`config.mk`:
```
export PLATFORM = sky130hd
export DESIGN_NAME = activity_time_tracker_flat
export DESIGN_NICKNAME = d
export VERILOG_FILES = /design/src/rtl/activity_time_tracker_pkg.sv /design/src/rtl/activity_time_tracker_if.sv /design/src/rtl/activity_time_tracker_sat_accum.sv /design/src/rtl/activity_time_tracker.sv /design/src/flat_wrapper.sv
export SDC_FILE = /design/constraint.sdc
export NUM_CORES = 1
export LEC_CHECK = 0
export BUFFER_PORTS_ARGS = -buffer_cell sky130_fd_sc_hd__buf_2
export CORE_UTILIZATION = 45
export CTS_CLUSTER_DIAMETER = 40
export CTS_CLUSTER_SIZE = 20
export DETAILED_ROUTE_END_ITERATION = 7
export PLACE_DENSITY = 0.67
export SLEW_MARGIN = 20
export SYNTH_ARGS = -nofsm -noshare
export SYNTH_HDL_FRONTEND = slang
export SYNTH_SLANG_ARGS = --single-unit
```
`constraint.sdc`:
```
create_clock -name clk -period 4.5 [get_ports clk]
set_input_delay 1.125 -clock clk [delete_from_list [all_inputs] [get_ports clk]]
set_output_delay 1.125 -clock clk [all_outputs]
set_load 0.03 [all_outputs]
```
`src/rtl/activity_time_tracker_pkg.sv`:
```
// Shared definitions for the activity-time tracker: state encoding and
// default threshold / qualification constants.
package act_pkg;

  // State encoding; the unused code 2'd3 is steered back to IDLE by the FSM.
  localparam logic [1:0] ST_IDLE   = 2'd0;
  localparam logic [1:0] ST_QUAL   = 2'd1;
  localparam logic [1:0] ST_ACTIVE = 2'd2;

  typedef enum logic [1:0] {
    S_IDLE   = ST_IDLE,
    S_QUAL   = ST_QUAL,
    S_ACTIVE = ST_ACTIVE
  } state_t;

  // Defaults carried over from the fixed 64 ppm / 60 s tracker.
  localparam int DEF_THRESH = 64;
  localparam int DEF_QUAL_S = 60;

endpackage

```
`src/rtl/activity_time_tracker_if.sv`:
```
// Sample/result bundle between the once-per-second sampler and the tracker.
interface activity_time_tracker_if #(
  parameter int PPM_W = 10,
  parameter int CNT_W = 10
);
  logic             sec_tick;
  logic [PPM_W-1:0] ppm;
  logic             thr_sel;
  logic [PPM_W-1:0] thr_in;
  logic             clear;
  logic [CNT_W-1:0] hat;
  logic [CNT_W-1:0] run_len;
  logic [CNT_W-1:0] best_run;
  logic             active;
  logic             hat_sat;

  // Producer of samples / consumer of results.
  modport master (
    output sec_tick, ppm, thr_sel, thr_in, clear,
    input  hat, run_len, best_run, active, hat_sat
  );

  // The tracker itself.
  modport slave (
    input  sec_tick, ppm, thr_sel, thr_in, clear,
    output hat, run_len, best_run, active, hat_sat
  );
endinterface

```
`src/rtl/activity_time_tracker_sat_accum.sv`:
```
// Saturating accumulator: adds inc when en is high, clamps at all-ones and
// keeps a sticky flag once the all-ones value has been reached.
module sat_accum #(
  parameter int W = 10
) (
  input  logic         clk,
  input  logic         reset,
  input  logic         clr,
  input  logic         en,
  input  logic [W-1:0] inc,
  output logic [W-1:0] q,
  output logic         sat
);

  logic [W:0]   sum;
  logic [W-1:0] q_nx;

  // Widened add so a carry out can be detected and clamped rather than wrapped.
  always_comb begin
    sum  = {1'b0, q} + {1'b0, inc};
    q_nx = sum[W] ? {W{1'b1}} : sum[W-1:0];
  end

  // Accumulator and sticky saturation flag; clr has priority over en.
  always_ff @(posedge clk or negedge reset) begin
    // NOTE: state registers use non-blocking assignments so every flop samples
    // pre-edge values; blocking here would create order-dependent behaviour.
    if (!reset) begin
      q   <= '0;
      sat <= 1'b0;
    end else if (clr) begin
      q   <= '0;
      sat <= 1'b0;
    end else if (en) begin
      q <= q_nx;
      if (q_nx == {W{1'b1}}) sat <= 1'b1;
    end
  end

endmodule

```
`src/rtl/activity_time_tracker.sv`:
```
// High-activity time tracker: samples pulse rate on each second tick, credits
// high-activity seconds once a streak qualifies, and tracks live/best streaks.
module activity_time_tracker
  import act_pkg::*;
#(
  parameter int PPM_W  = 10,
  parameter int CNT_W  = 10,
  parameter int THRESH = DEF_THRESH,
  parameter int QUAL_S = DEF_QUAL_S
) (
  input logic                     clk,
  input logic                     reset,
  activity_time_tracker_if.slave  bus
);

  localparam logic [PPM_W-1:0] THR_V  = PPM_W'(THRESH);
  localparam logic [CNT_W-1:0] QUAL_V = CNT_W'(QUAL_S);
  localparam logic [CNT_W-1:0] ONE    = CNT_W'(1);
  localparam logic [CNT_W-1:0] MAX    = {CNT_W{1'b1}};

  state_t           state, state_nx;
  logic [CNT_W-1:0] run_q, run_nx, run_inc;
  logic [CNT_W-1:0] best_q, best_nx;
  logic [PPM_W-1:0] thr;
  logic             hi;
  logic             acc_en;
  logic [CNT_W-1:0] acc_inc;
  logic [CNT_W-1:0] hat_q;
  logic             sat_q;

  // Threshold select, high-activity decision and next-state / credit logic.
  always_comb begin
    // NOTE: every output of this block gets a default first, so no path can
    // leave a signal unassigned and infer a latch.
    state_nx = state;
    run_nx   = run_q;
    acc_en   = 1'b0;
    acc_inc  = '0;
    thr      = bus.thr_sel ? bus.thr_in : THR_V;
    hi       = (bus.ppm >= thr);
    run_inc  = (run_q == MAX) ? MAX : run_q + ONE;

    if (bus.sec_tick) begin
      case (state)
        S_IDLE: begin
          if (hi) begin
            run_nx = ONE;
            if (QUAL_S == 1) begin
              state_nx = S_ACTIVE;
              acc_en   = 1'b1;
              acc_inc  = ONE;
            end else begin
              state_nx = S_QUAL;
            end
          end
        end
        S_QUAL: begin
          if (hi) begin
            run_nx = run_inc;
            if (run_inc == QUAL_V) begin
              // Whole qualifying streak is credited in one bulk add.
              state_nx = S_ACTIVE;
              acc_en   = 1'b1;
              acc_inc  = QUAL_V;
            end
          end else begin
            // Partial streak is discarded without credit.
            run_nx   = '0;
            state_nx = S_IDLE;
          end
        end
        S_ACTIVE: begin
          if (hi) begin
            run_nx  = run_inc;
            acc_en  = 1'b1;
            acc_inc = ONE;
          end else begin
            run_nx   = '0;
            state_nx = S_IDLE;
          end
        end
        default: begin
          run_nx   = '0;
          state_nx = S_IDLE;
        end
      endcase
    end

    best_nx = (run_nx > best_q) ? run_nx : best_q;
  end

  // State, live streak and best-streak registers; clear beats a same-cycle tick.
  always_ff @(posedge clk or negedge reset) begin
    if (!reset) begin
      state  <= S_IDLE;
      run_q  <= '0;
      best_q <= '0;
    end else if (bus.clear) begin
      state  <= S_IDLE;
      run_q  <= '0;
      best_q <= '0;
    end else if (bus.sec_tick) begin
      state  <= state_nx;
      run_q  <= run_nx;
      best_q <= best_nx;
    end
  end

  sat_accum #(.W(CNT_W)) u_hat (
    .clk   (clk),
    .reset (reset),
    .clr   (bus.clear),
    .en    (acc_en),
    .inc   (acc_inc),
    .q     (hat_q),
    .sat   (sat_q)
  );

  assign bus.hat      = hat_q;
  assign bus.hat_sat  = sat_q;
  assign bus.run_len  = run_q;
  assign bus.best_run = best_q;
  assign bus.active   = (state == S_ACTIVE);

endmodule

```
`src/flat_wrapper.sv`:
```
// flat-port wrapper written by rule: the top's interface ports become plain ports
module activity_time_tracker_flat import act_pkg::*;
#(
  parameter int PPM_W  = 10,
  parameter int CNT_W  = 10,
  parameter int THRESH = DEF_THRESH,
  parameter int QUAL_S = DEF_QUAL_S
)
  (clk, reset, bus_sec_tick, bus_ppm, bus_thr_sel, bus_thr_in, bus_clear, bus_hat, bus_run_len, bus_best_run, bus_active, bus_hat_sat);
  activity_time_tracker_if #(.PPM_W(PPM_W), .CNT_W(CNT_W)) bus_i ();
  input logic clk;
  input logic reset;
  input wire logic [$bits(bus_i.sec_tick)-1:0] bus_sec_tick;
  input wire logic [$bits(bus_i.ppm)-1:0] bus_ppm;
  input wire logic [$bits(bus_i.thr_sel)-1:0] bus_thr_sel;
  input wire logic [$bits(bus_i.thr_in)-1:0] bus_thr_in;
  input wire logic [$bits(bus_i.clear)-1:0] bus_clear;
  output wire logic [$bits(bus_i.hat)-1:0] bus_hat;
  output wire logic [$bits(bus_i.run_len)-1:0] bus_run_len;
  output wire logic [$bits(bus_i.best_run)-1:0] bus_best_run;
  output wire logic [$bits(bus_i.active)-1:0] bus_active;
  output wire logic [$bits(bus_i.hat_sat)-1:0] bus_hat_sat;
  assign bus_i.sec_tick = bus_sec_tick;
  assign bus_i.ppm = bus_ppm;
  assign bus_i.thr_sel = bus_thr_sel;
  assign bus_i.thr_in = bus_thr_in;
  assign bus_i.clear = bus_clear;
  assign bus_hat = bus_i.hat;
  assign bus_run_len = bus_i.run_len;
  assign bus_best_run = bus_i.best_run;
  assign bus_active = bus_i.active;
  assign bus_hat_sat = bus_i.hat_sat;
  activity_time_tracker #(.PPM_W(PPM_W), .CNT_W(CNT_W), .THRESH(THRESH), .QUAL_S(QUAL_S)) u_core (.clk(clk), .reset(reset), .bus(bus_i));
endmodule
```
Word-level counts from Yosys, hierarchy flattened. Cells that the tools add are included.

Register bits: 33. Input port bits: 25. Output and inout bits: 32.

Add/subtract/negate cells: 2. $lt $le $gt $ge: 2. Equality and inequality tests: 8. Mux-type cells: 34. Reductions and logical operators: 9.

Operators with widths (number): 2-to-1 mux 10 bit (15); one-hot mux 10 bit (2 select lines) (2); equality test 10 bit (second input constant) (2); 2-to-1 mux 2 bit (6); adder 10 x 10 -> 11 bit (1); adder 10 x 1 -> 10 bit (second input constant) (1); equality test 10 x 6 -> 1 bit (second input constant) (1); greater-or-equal comparator 10 bit (1); greater-than comparator 10 bit (1); 2-to-1 mux 1 bit (8); nonzero test 2 bit (4); 2-to-1 mux 6 bit (1); one-hot mux 2 bit (3 select lines) (1); != test 4 bit (second input constant) (1); AND reduction 2 bit (2); AND reduction 4 bit (1); != test 3 x 2 -> 1 bit (second input constant) (1); != test 3 bit (second input constant) (1); equality test 2 x 1 -> 1 bit (second input constant) (1); equality test 2 bit (second input constant) (1); logical NOT 2 bit (1); one-hot mux 1 bit (2 select lines) (1); OR reduction 2 bit (1).

Longest topological paths before layout.
Word-level depth: 13. Mapped depth: 18. Depth with buffers taken out: 15.

Cells and area by module. Synthesis repeated with hierarchy kept, for this count alone.

Cells, all modules: 344. Area, all modules: 2981.6 µm².

By module, submodules not included: activity_time_tracker (instances 1, cells an instance 246, area each 2078.2 µm², sequential area each 550.5 µm²); sat_accum (instances 1, cells an instance 98, area each 903.4 µm², sequential area each 275.3 µm²).

Least setup slack after synthesis. Ideal clock, no wire load.

Path kind: input -> register. From: input port bus_thr_sel. To: register u_core.best_q[0] (netlist: u_core.bus.best_run[0]). Library setup time: 78 ps. Arrival time: 4690 ps. Setup slack: -267 ps. Cell stages on the path: 17. Cells stage by stage: clkbuf_1 -> and2_1 -> ha_1 -> nand2b_1 -> a211oi_1 -> or3_1 -> a31oi_1 -> buf_4 -> a311oi_1 -> inv_1 -> ha_1 -> nand3_1 -> o21bai_1 -> a221oi_1 -> clkbuf_1 -> o21ai_0 -> a21oi_1.

Word-level cells in the longest chain between the ends: 8. Elaborated cells on any way between the ends: 12. Those cells by class: order compare: 2; mux: 8; reduce/logical: 2.

Ends and longest elaborated chain: start, declared (line flat_wrapper.sv:15) `input wire logic [$bits(bus_i.thr_sel)-1:0] bus_thr_sel;`; 2-to-1 mux 10 bit * (line activity_time_tracker.sv:39) `thr = bus.thr_sel ? bus.thr_in : THR_V;`; greater-or-equal comparator 10 bit * (line activity_time_tracker.sv:40) `hi = (bus.ppm >= thr);`; 2-to-1 mux 10 bit (on tied branches) (line activity_time_tracker.sv:58, activity_time_tracker.sv:73, activity_time_tracker.sv:46); one-hot mux 10 bit (2 select lines) * (line activity_time_tracker.sv:44) `case (state)`; 2-to-1 mux 10 bit * (line activity_time_tracker.sv:43) `if (bus.sec_tick) begin`; greater-than comparator 10 bit / 2-to-1 mux 10 bit (equally long branches) (line activity_time_tracker.sv:89) `best_nx = (run_nx > best_q) ? run_nx : best_q;`; nonzero test 2 bit (no line) / 2-to-1 mux 10 bit (equally long branches); AND reduction 2 bit (no line) / 2-to-1 mux 10 bit (equally long branches); end signal, assigned (line activity_time_tracker.sv:105) `best_q <= best_nx;`; end, declared (line activity_time_tracker.sv:23) `logic [CNT_W-1:0] best_q, best_nx;`.

Mark *: on every way between the ends. The rest lies on a longest branch, timed or not. The select of a mux whose other input is x is not followed. A chain may end at the register's enable or synchronous reset.

Worst setup path in the final report.
From: input port bus_thr_sel. To: register u_core.best_q[7] (netlist: u_core.bus.best_run[7]).

The elaborated chain is that of the path after synthesis.

==> flow_summary.json <==
{
  "power_density_mw_per_mm2": 273.5,
  "synth_edf_count": 0,
  "rows": 28,
  "status": "completed",
  "cp-start-kind": "primary input",
  "setup_violations": 0,
  "seq_area_frac_synth_pct": 28.27,
  "grt_pass1_wl_mm": 12.81,
  "synthAdderAreaFrac_pct": 13.70,
  "die_w_um": 82.58,
  "p_leak_nw": 1.897,
  "path_max_fanout": 10,
  "slew_viol_final": 0,
  "synthXorXnorAreaFrac_pct": 1.499,
  "post_drt_wl_per_cell_um": 15.85,
  "fin_cells": 526,
  "cp_top_family": "simple AND/OR/NAND/NOR gates",
  "syn_nets": 403,
  "hpwl_mm": 6.281,
  "yosys_warnings": 0,
  "worstPathCellList": "buf_2 -> and2_1 -> ha_1 -> nand2b_1 -> a211oi_2 -> or3_4 -> a31oi_1 -> buf_4 -> a41oi_2 -> nor2_1 -> ha_1 -> or4_1 -> a221oi_2 -> a221oi_2 -> buf_4 -> or3_1 -> o41ai_2",
  "synthSimpleGateAreaFrac_pct": 19.96,
  "core_sq_mm": 0.006096,
  "synth.distinct_cells": 59,
  "routabilityCongestion": 0.9124,
  "min_path_type": "reg2reg",
  "ys_ff_latch": 33,
  "period_minus_slack_ps": 4407,
  "worst_setup_path_end_kind": "flop",
  "tightest_slew_ps": 754.2,
  "ios": 57,
  "intPower_w": 0.0006719,
  "path_buf_inv": 3,
  "dr_wl_met3_um": 479,
  "switching_power_w": 0.0003875,
  "drive_gt1_share_pct": 32.82,
  "drc": 0,
  "cts_tree": "built",
  "cts_max_level": 2,
  "dr.first_iter.drc_count": 197,
  "via_per_inst": 5.797,
  "max_stage_delay_ps": 560,
  "insertedDiodeCount": 0,
  "synth_top_area_share_pct": 28.27,
  "overflow": 0,
  "pwr-share-clk_pct": 27.8,
  "io_buffers": 56,
  "cts.path.max_buffers": 2,
  "area_growth_pct": 32.59,
  "ant_nets": 0,
  "cts_hold_buf": 0,
  "vias": 3049,
  "dieArea_sq_mm": 0.006819,
  "async_reset_ff_share_pct": 100.0,
  "power_frac_comb_pct": 39.2,
  "synth_compound_area_share_pct": 30.06,
  "max-slew-margin-rel_pct": 49.72,
  "cts-root-buf": "clkbuf_8",
  "initial_core_util_pct": 47.93,
  "grt_use_total_pct": 24.84,
  "synth_top_family_by_area": "compound AO/OA/AOI/OAI gates",
  "slowest_stage": "or4_1",
  "placed_cells": 518,
  "yosys-top-cells-area": "dfrtp_1, ha_1, a21oi_1, nand2_1, inv_1",
  "ir_drop_uv": 436.8,
  "critPathKind": "in2reg",
  "drt_pre_antenna_iters": 4,
  "p_seq_share_pct": 33.0,
  "postRouteWirelength_mm": 8.337,
  "met1_length_mm": 3.829,
  "required_ps": 4680,
  "syn_area_sq_mm": 0.002922,
  "swShare_pct": 36.58,
  "fmax_ghz": 0.2269,
  "tns_ps": 0,
  "post_cts_buffers": 0,
  "finClkSkew_ps": 7.216,
  "grt_pass1_vias": 2748,
  "cp.arrival_ps": 4590,
  "top_layer_used": "met4",
  "cts.sinks": 33,
  "antenna_found_initial": 0,
  "fin_crit_sh_pct": 97.94,
  "layout_setup_ws_ps": 92.56,
  "die_h_um": 82.58,
  "hold_viol_final": 0,
  "synth_area_per_cell_sq_um": 8.444,
  "maxCapViolCount": 0,
  "synth_top_cells_by_count": "dfrtp_1, nand2_1, ha_1, a21oi_1, inv_1",
  "synth_top_area_cell": "dfrtp_1",
  "nNetsFinal": 507,
  "cts_made_buffers": 5,
  "synthFlopType": "dfrtp_1",
  "synth.area.mux_share_pct": 0.7281,
  "fin_hold_ws_ps": 499.0,
  "cts.clk_slew.worst_paths_ps": 70,
  "syn_inst": 346,
  "clkLatencyLatePin_ps": 290,
  "dp_slack_ps": -241.8,
  "grt_max_degree": 34,
  "wl_met2_mm": 3.904
}
## cell type report
type | count | area (sq um)
fill | 552 | 2222
inverter | 25 | 93.84
clock inverter | 1 | 30.03
multi-input combinational | 273 | 2043
tap | 75 | 93.84
timing repair buffer | 112 | 700.7
sequential | 33 | 825.8
clock buffer | 7 | 86.33
## repair_timing
item,CTS,global route
hold endpoints to repair,0,0
endpoints found under the setup margin,0,18
resized for setup,0,18
## state kept, by name, summed over array words and instances (netlist names)
register and flops:
u_core.bus.best_run 10, u_core.u_hat.q 10, u_core.state 2, u_core.bus.run_len 10, u_core.u_hat.sat 1
## kinds of logic after synthesis
family	after synthesis
AOI/OAI and AO/OA	119
xor gates and xnor gates	5
adders and majority gates	32
buffers and inverters	40
DFF	33
muxes	2
and+or+nand+nor	115
## layer usage
metal  global-route usage, %  up-vias
met3                   4.505       14
met5                       0        -
met2                   39.50       95
met1                   34.46     1421
met4                   6.724        0
li1                        -     1519
## power groups by stage
stage	clock, W	sequential, W	combinational, W
6_report	0.000294	0.000350	0.000415
5_1_grt	0.000313	0.000353	0.000460
4_1_cts	0.000301	0.000350	0.000406
3_5_place_dp	0	0.000356	0.000403
3_3_place_gp	0	0.000355	0.000395
2_1_floorplan	0	0.000409	0.000210
## cells in the final DEF, fill, tap and decap left out, types with 3 or more instances in the layout
cell type | synthesis | layout
buf_2 | 3 | 56
buf_4 | 2 | 56
nand2_1 | 33 | 33
dfrtp_1 | 33 | 33
ha_1 | 32 | 32
inv_1 | 25 | 25
a21oi_1 | 26 | 24
nor2_1 | 23 | 23
o21ai_0 | 16 | 15
nand3_1 | 12 | 11
a21o_1 | 10 | 10
a31oi_1 | 10 | 8
nand2b_1 | 7 | 7
nor3_1 | 7 | 7
nand4_1 | 6 | 6
a211oi_1 | 7 | 6
clkbuf_8 | 0 | 6
o21a_1 | 5 | 5
nor2b_1 | 5 | 5
and2_1 | 5 | 5
o31ai_1 | 5 | 4
o41ai_1 | 6 | 3
a311oi_2 | 1 | 3
a31oi_2 | 1 | 3
a311oi_1 | 5 | 3
xnor2_1 | 3 | 3
o41ai_2 | 0 | 3
o32ai_1 | 3 | 3
## metrics by stage
step                area [sq um]  total power, W  utilization, %
detailed placement          3652       0.0007589           59.91
finish                      3874        0.001059           63.55
floorplan                   2934       0.0006185               -
global route                3874        0.001127           63.55
global placement            3652       0.0007496           59.91
CTS                         3769        0.001056           61.82
## path summary, 6_finish.rpt
path,start,to,slack (ps),cells past startpoint
min in group asynchronous,reset,u_core.u_hat.q[9]$_DFFE_PN0P_,900,1
worst min-delay path,u_core.u_hat.sat$_DFFE_PN0P_,u_core.u_hat.sat$_DFFE_PN0P_,500,2
max in group asynchronous,reset,u_core.bus.best_run[0]$_DFFE_PN0P_,3110,1
worst max register to register,u_core.bus.run_len[0]$_DFFE_PN0P_,u_core.u_hat.sat$_DFFE_PN0P_,670,13
worst min register to register,u_core.u_hat.sat$_DFFE_PN0P_,u_core.u_hat.sat$_DFFE_PN0P_,500,2
worst max-delay path,bus_thr_sel,u_core.bus.best_run[7]$_DFFE_PN0P_,90,17
## worst register-to-register path, delay by kind of cell (launching register included)
kind                     cells  cell delay, ps
AO/OA/AOI/OAI                6            1770
XOR/XNOR                     1             140
adder cells (fa/ha/maj)      2             690
flip-flops                   1             500
AND/OR/NAND/NOR              4             620
Power figures use the tool's default switching activity.
